--- src/rtl/ap_trigger_if.sv ---
// Trigger request bus between the actionpoint trigger stage
// and pipeline control: request, type, capture, and accept.
interface ap_trigger_if;
  logic        ap_req;
  logic        ap_req_halt;
  logic        ap_ack;
  logic [2:0]  ap_hit_id_r;
  logic [31:0] ap_hit_value_r;

  modport master (
    output ap_req, ap_req_halt,
    output ap_hit_id_r, ap_hit_value_r,
    input  ap_ack
  );

  modport slave (
    input  ap_req, ap_req_halt,
    input  ap_hit_id_r, ap_hit_value_r,
    output ap_ack
  );
endinterface

--- src/rtl/ap_trigger.sv ---
// Actionpoint trigger stage: pairing, sticky status,
// first-trigger capture and halt/breakpoint request handshake.
module ap_trigger #(
  parameter int NUM_AP      = 4,
  parameter int PAIR_WINDOW = 3
) (
  input  logic                 clk_debug,
  input  logic                 rst_a,
  input  logic                 en_debug_r,
  input  logic [NUM_AP-1:0]    ap_hit_vec,
  input  logic [NUM_AP*32-1:0] ap_hit_value_flat,
  input  logic [NUM_AP/2-1:0]  ap_pair_en,
  input  logic [NUM_AP-1:0]    ap_action,
  input  logic                 asr_clear,
  output logic [NUM_AP-1:0]    asr_r,
  ap_trigger_if.master         bus
);
  localparam int NP = NUM_AP / 2;

  typedef enum logic [1:0] {
    IDLE,
    REQ,
    DONE
  } state_t;

  state_t state, state_nxt;

  logic [NUM_AP-1:0] h;
  logic [NUM_AP-1:0] trig;
  logic [3:0]        cnt     [NP];
  logic [3:0]        cnt_nxt [NP];
  logic              any_trig;
  logic              capture;
  logic              clr_eff;
  logic [2:0]        first_id;
  logic [31:0]       first_val;
  logic              halt_nxt;

  assign h = ap_hit_vec & {NUM_AP{en_debug_r}};

  // cnt holds the number of window cycles still open after arming
  always_comb begin
    trig = h;
    for (int p = 0; p < NP; p++) begin
      cnt_nxt[p] = '0;
      if (ap_pair_en[p]) begin
        trig[2*p]   = 1'b0;
        trig[2*p+1] = h[2*p+1] & (h[2*p] | (cnt[p] != '0));
        if (h[2*p])
          cnt_nxt[p] = 4'(PAIR_WINDOW);
        else if (trig[2*p+1])
          cnt_nxt[p] = '0;
        else if (cnt[p] != '0)
          cnt_nxt[p] = cnt[p] - 4'd1;
      end
    end
  end

  always_comb begin
    first_id  = '0;
    first_val = '0;
    for (int i = NUM_AP - 1; i >= 0; i--) begin
      if (trig[i]) begin
        first_id  = 3'(i);
        first_val = ap_hit_value_flat[32*i +: 32];
      end
    end
  end

  assign any_trig = |trig;
  assign halt_nxt = |(trig & ap_action);
  assign clr_eff  = asr_clear & (state != REQ);
  assign capture  = any_trig &
                    ((state == IDLE) |
                     ((state == DONE) & asr_clear));

  always_comb begin
    state_nxt = state;
    unique case (state)
      IDLE:    if (any_trig) state_nxt = REQ;
      REQ:     if (bus.ap_ack) state_nxt = DONE;
      DONE:    if (asr_clear)
                 state_nxt = any_trig ? REQ : IDLE;
      default: state_nxt = IDLE;
    endcase
  end

  always_ff @(posedge clk_debug) begin
    if (!rst_a)
      state <= IDLE;
    else
      state <= state_nxt;
  end

  assign bus.ap_req = (state == REQ);

  always_ff @(posedge clk_debug) begin
    if (!rst_a) begin
      asr_r              <= '0;
      bus.ap_req_halt    <= 1'b0;
      bus.ap_hit_id_r    <= '0;
      bus.ap_hit_value_r <= '0;
      for (int p = 0; p < NP; p++)
        cnt[p] <= '0;
    end else begin
      asr_r <= (clr_eff ? '0 : asr_r) | trig;
      for (int p = 0; p < NP; p++)
        cnt[p] <= cnt_nxt[p];
      if (capture) begin
        bus.ap_req_halt    <= halt_nxt;
        bus.ap_hit_id_r    <= first_id;
        bus.ap_hit_value_r <= first_val;
      end
    end
  end
endmodule
--- src/flat_wrapper.sv ---
// flat-port wrapper written by rule: the top's interface ports become plain ports
module ap_trigger_flat 
#(
  parameter int NUM_AP      = 4,
  parameter int PAIR_WINDOW = 3
)
  (clk_debug, rst_a, en_debug_r, ap_hit_vec, ap_hit_value_flat, ap_pair_en, ap_action, asr_clear, asr_r, bus_ap_req, bus_ap_req_halt, bus_ap_hit_id_r, bus_ap_hit_value_r, bus_ap_ack);
  ap_trigger_if bus_i ();
  input  logic clk_debug;
  input  logic rst_a;
  input  logic en_debug_r;
  input  logic [NUM_AP-1:0] ap_hit_vec;
  input  logic [NUM_AP*32-1:0] ap_hit_value_flat;
  input  logic [NUM_AP/2-1:0] ap_pair_en;
  input  logic [NUM_AP-1:0] ap_action;
  input  logic asr_clear;
  output logic [NUM_AP-1:0] asr_r;
  output wire logic [$bits(bus_i.ap_req)-1:0] bus_ap_req;
  output wire logic [$bits(bus_i.ap_req_halt)-1:0] bus_ap_req_halt;
  output wire logic [$bits(bus_i.ap_hit_id_r)-1:0] bus_ap_hit_id_r;
  output wire logic [$bits(bus_i.ap_hit_value_r)-1:0] bus_ap_hit_value_r;
  input wire logic [$bits(bus_i.ap_ack)-1:0] bus_ap_ack;
  assign bus_ap_req = bus_i.ap_req;
  assign bus_ap_req_halt = bus_i.ap_req_halt;
  assign bus_ap_hit_id_r = bus_i.ap_hit_id_r;
  assign bus_ap_hit_value_r = bus_i.ap_hit_value_r;
  assign bus_i.ap_ack = bus_ap_ack;
  ap_trigger #(.NUM_AP(NUM_AP), .PAIR_WINDOW(PAIR_WINDOW)) u_core (.clk_debug(clk_debug), .rst_a(rst_a), .en_debug_r(en_debug_r), .ap_hit_vec(ap_hit_vec), .ap_hit_value_flat(ap_hit_value_flat), .ap_pair_en(ap_pair_en), .ap_action(ap_action), .asr_clear(asr_clear), .asr_r(asr_r), .bus(bus_i));
endmodule
--- config.mk ---
export PLATFORM = sky130hd
export DESIGN_NAME = ap_trigger_flat
export DESIGN_NICKNAME = d
export VERILOG_FILES = /design/src/rtl/ap_trigger_if.sv /design/src/rtl/ap_trigger.sv /design/src/flat_wrapper.sv
export SDC_FILE = /design/constraint.sdc
export NUM_CORES = 1
export LEC_CHECK = 0
export BUFFER_PORTS_ARGS = -buffer_cell sky130_fd_sc_hd__buf_4
export CAP_MARGIN = 5
export CELL_PAD_IN_SITES_DETAIL_PLACEMENT = 0
export CELL_PAD_IN_SITES_GLOBAL_PLACEMENT = 1
export CORE_UTILIZATION = 29
export DETAILED_ROUTE_END_ITERATION = 12
export GPL_TIMING_DRIVEN = 0
export PLACE_DENSITY_LB_ADDON = 0.1
export SYNTH_ARGS = -nofsm -noshare
export SYNTH_HDL_FRONTEND = slang
export SYNTH_SLANG_ARGS = --single-unit
--- constraint.sdc ---
create_clock -name clk_debug -period 2.4 [get_ports clk_debug]
set_clock_uncertainty 0.1 [all_clocks]
set_input_delay 0.24 -clock clk_debug [delete_from_list [all_inputs] [get_ports clk_debug]]
set_output_delay 0.24 -clock clk_debug [all_outputs]
set_load 0.1 [all_outputs]
==> metrics.yaml <==
grt:
  grt_pass1_vias: 3190
  grt_max_degree: 15
  antenna_found_initial: 0
  grt_pass1_wl_um: 16000
  track_usage_pct: 20.6
  overflow: 0
die:
  fp.dieW_um: 99.9
  start_util_pct: 30.1
  io_pins: 184
  fp.coreArea_um2: 9240
  die_y_um: 99.9
  dieArea_um2: 9970
  core.rowCount: 35
finish:
  insertedDiodeCount: 0
  drive_gt1_share_pct: 43.8
  regArea_um2: 983
  area_growth_pct: 66.2
  nFillCells: 934
  multi_input_area_um2: 1630
  finalNetCount: 667
  final_util_pct: 50.0
  fin_cells: 652
worst_setup_path:
  setup.worst_path.class: "flop to flop"
  end_kind: "flop"
  max_stage_delay_ps: 400
  r2r.worst_path.cells: 9
  cp_data_required_time_ps: 2500
  crit_fanout: 8
  crit_chain: "inv_2 > ha_4 > or3b_4 > or2_1 > buf_6 > o211a_4 > buf_8 > a221o_1 > a32o_1"
  path_depth: 9
  cp_top_family: "compound AO/OA/AOI/OAI gates"
  crit_path_start_kind: "flop"
  critPathArrivalTime_ps: 2470
  critical_path_buf_inv_count: 3
  slowest_stage: "or3b_4"
power:
  switching_share_pct: 37.8
  ir_drop_mv: 0.307
  finalPower_mw: 2.61
  power_frac_comb_pct: 41.0
  p_int_mw: 1.62
  p_per_area_nw_per_um2: 566
  leakage_nw: 2.04
  clockPowerShare_pct: 24.4
  seq_power_share_pct: 34.6
  p_sw_mw: 0.988
timing:
  fin_crit_sh_pct: 98.6
  max_freq_ghz: 0.422
  maxSlewHeadroom_pct: 50.4
  setup_viol: 0
  timing.setup.tns_ps: 0
  fin_crit_ps: 2370
  setup_ws_ps: 32.9
  worst_slew_pin_slew_ps: 741
  report.final.slew_viol_count: 0
  rsz0062_at_grt: "yes"
  finalHoldViolCount: 0
detailed_routing:
  drcViolationCount: 0
  num_vias: 3313
  routed_wl_um: 10700
  wl_met1_um: 4490
  drt_iter0_drc: 87
  met3WireLength_um: 729
  wl_met2_um: 5310
  firstDrtPassIters: 4
  antenna_left: 0
  wl_per_cell_um: 16.4
  maxUsedRoutingLayer: "met4"
  routed_via_density: 5.08
clock_tree:
  path_clk_slew_ps: 100
  cts_root_buf: "clkbuf_8"
  cts_buffers: 5
  clk_path_buf_depth: 2
  htree_levels: 2
  worstSkewPairLatency_ps: 300
  cts.sinks: 49
  cts_tree: "built"
yosys:
  netlist_area_um2: 2780
  synth_edf_count: 0
  yosys_register_bits: 49
  syn_inst: 328
  syn_nets: 473
  synth.distinct_cells: 36
  syn_area_per_cell_um2: 8.47
  ys_seq_area_share_pct: 35.3
  ys.warnings.count: 0
  ys.flop_type: "dfxtp_1"
  async_reset_ff_share_pct: 0
place:
  place.gp.congestion: 0.788
  placedCellCount: 638
  dp_hpwl_um: 7760
  place_ws_ps: -121
  io_buffers: 181
run_status:
  status: "completed"
min_path:
  min_path_type: "input pin to flop"
  worstHoldPathCells: 3
job:
  maxCapViolations: 0
==> worst min-delay path: stages <==
cell and delay [ps]:
buf_4 110, nand2_1 50, a31oi_1 70
==> cell usage after synthesis, types with 3 or more instances <==
| cell | number | area share, % |
|---|---|---|
| or2_2 | 3 | 0.68 |
| nor2b_1 | 8 | 1.8 |
| inv_1 | 6 | 0.81 |
| and3_1 | 4 | 0.90 |
| nand3_1 | 3 | 0.54 |
| a221o_1 | 32 | 12 |
| xnor2_1 | 4 | 1.3 |
| nor2_1 | 41 | 5.5 |
| clkbuf_1 | 19 | 2.6 |
| a32o_1 | 32 | 12 |
| nor3_1 | 34 | 6.1 |
| a21oi_1 | 37 | 6.7 |
| nand2_1 | 9 | 1.2 |
| buf_2 | 6 | 1.1 |
| o21ai_0 | 9 | 1.6 |
| buf_6 | 8 | 3.2 |
| dfxtp_1 | 49 | 35 |
==> cells by family after synthesis <==
group                    count (synthesis)  synth area share [%]
AO/OA/AOI/OAI                          121                  35.1
XOR/XNOR                                 4                  1.26
adder cells (fa/ha/maj)                  2                 0.901
buffers and inverters                   41                  8.15
flip-flops                              49                  35.3
other                                    1                 0.135
AND/OR/NAND/NOR                        110                  19.1
==> layout by cell type, fill, tap and decap left out, drive strengths merged, types with 6 or more instances in the layout <==
cell type  count
buf          197
dfxtp         49
nor2          41
a21oi         38
nor3          34
a221o         32
a32o          32
clkbuf        32
nand2          9
o21ai          9
nor2b          9
inv            6
==> through the flow <==
stage	hold slack (ps)	instance area (µm²)
floorplan	286	2780
global placement	350	4300
detailed placement	355	4300
CTS	86.0	4440
global route	96.4	4620
finish	99.6	4620
==> power by group through the flow <==
stage / clock, mW / sequential [mW] / combinational (mW)
global placement: 0 / 0.919 / 1.02
CTS: 0.661 / 0.902 / 1.03
floorplan: 0 / 1.27 / 0.318
finish: 0.637 / 0.903 / 1.07
detailed placement: 0 / 0.920 / 1.02
global route: 0.682 / 0.911 / 1.13
==> cell type report <==
cell class                      count  area share (%)
Tap cell                          129            3.50
Clock inverter                      1           0.650
Multi-Input combinational cell    238            35.4
Clock buffer                        7            1.87
Sequential cell                    49            21.3
Inverter                            6           0.488
Timing Repair Buffer              189            31.9
Buffer                             33            4.93
==> final timing paths <==
check,start,end,slack [ps]
setup / recovery,u_core.cnt[0][0]$_SDFF_PN0_,u_core.bus.ap_hit_value_r[9]$_SDFFE_PN0P_,30
hold / removal,ap_action[1],u_core.bus.ap_req_halt$_SDFFE_PN0P_,100
setup reg to reg,u_core.cnt[0][0]$_SDFF_PN0_,u_core.bus.ap_hit_value_r[9]$_SDFFE_PN0P_,30
hold reg to reg,u_core.bus.ap_hit_value_r[3]$_SDFFE_PN0P_,u_core.bus.ap_hit_value_r[3]$_SDFFE_PN0P_,370
==> state kept, by name, indices dropped and copies added, names as in the netlist <==
register / flops
u_core.bus.ap_req_halt: 1
u_core.bus.ap_hit_value_r: 32
u_core.state: 2
u_core.bus.ap_hit_id_r: 2
u_core.cnt: 8
u_core.asr_r: 4
==> timing repair <==
item,4_1_cts,5_1_grt
pin swaps,1,33
buffers inserted,2,3
gates resized for setup,7,23
setup endpoints to repair,31,31
hold buffers,0,0
gates cloned,0,3
==> metal layers <==
metal  GRT usage [%]  up-vias
li1                -     1645
met1            24.7     1540
met2            36.1      117
met3            5.36       11
met4            5.77        0
met5               0        -
No activity file was read; power rests on OpenSTA's default activity.
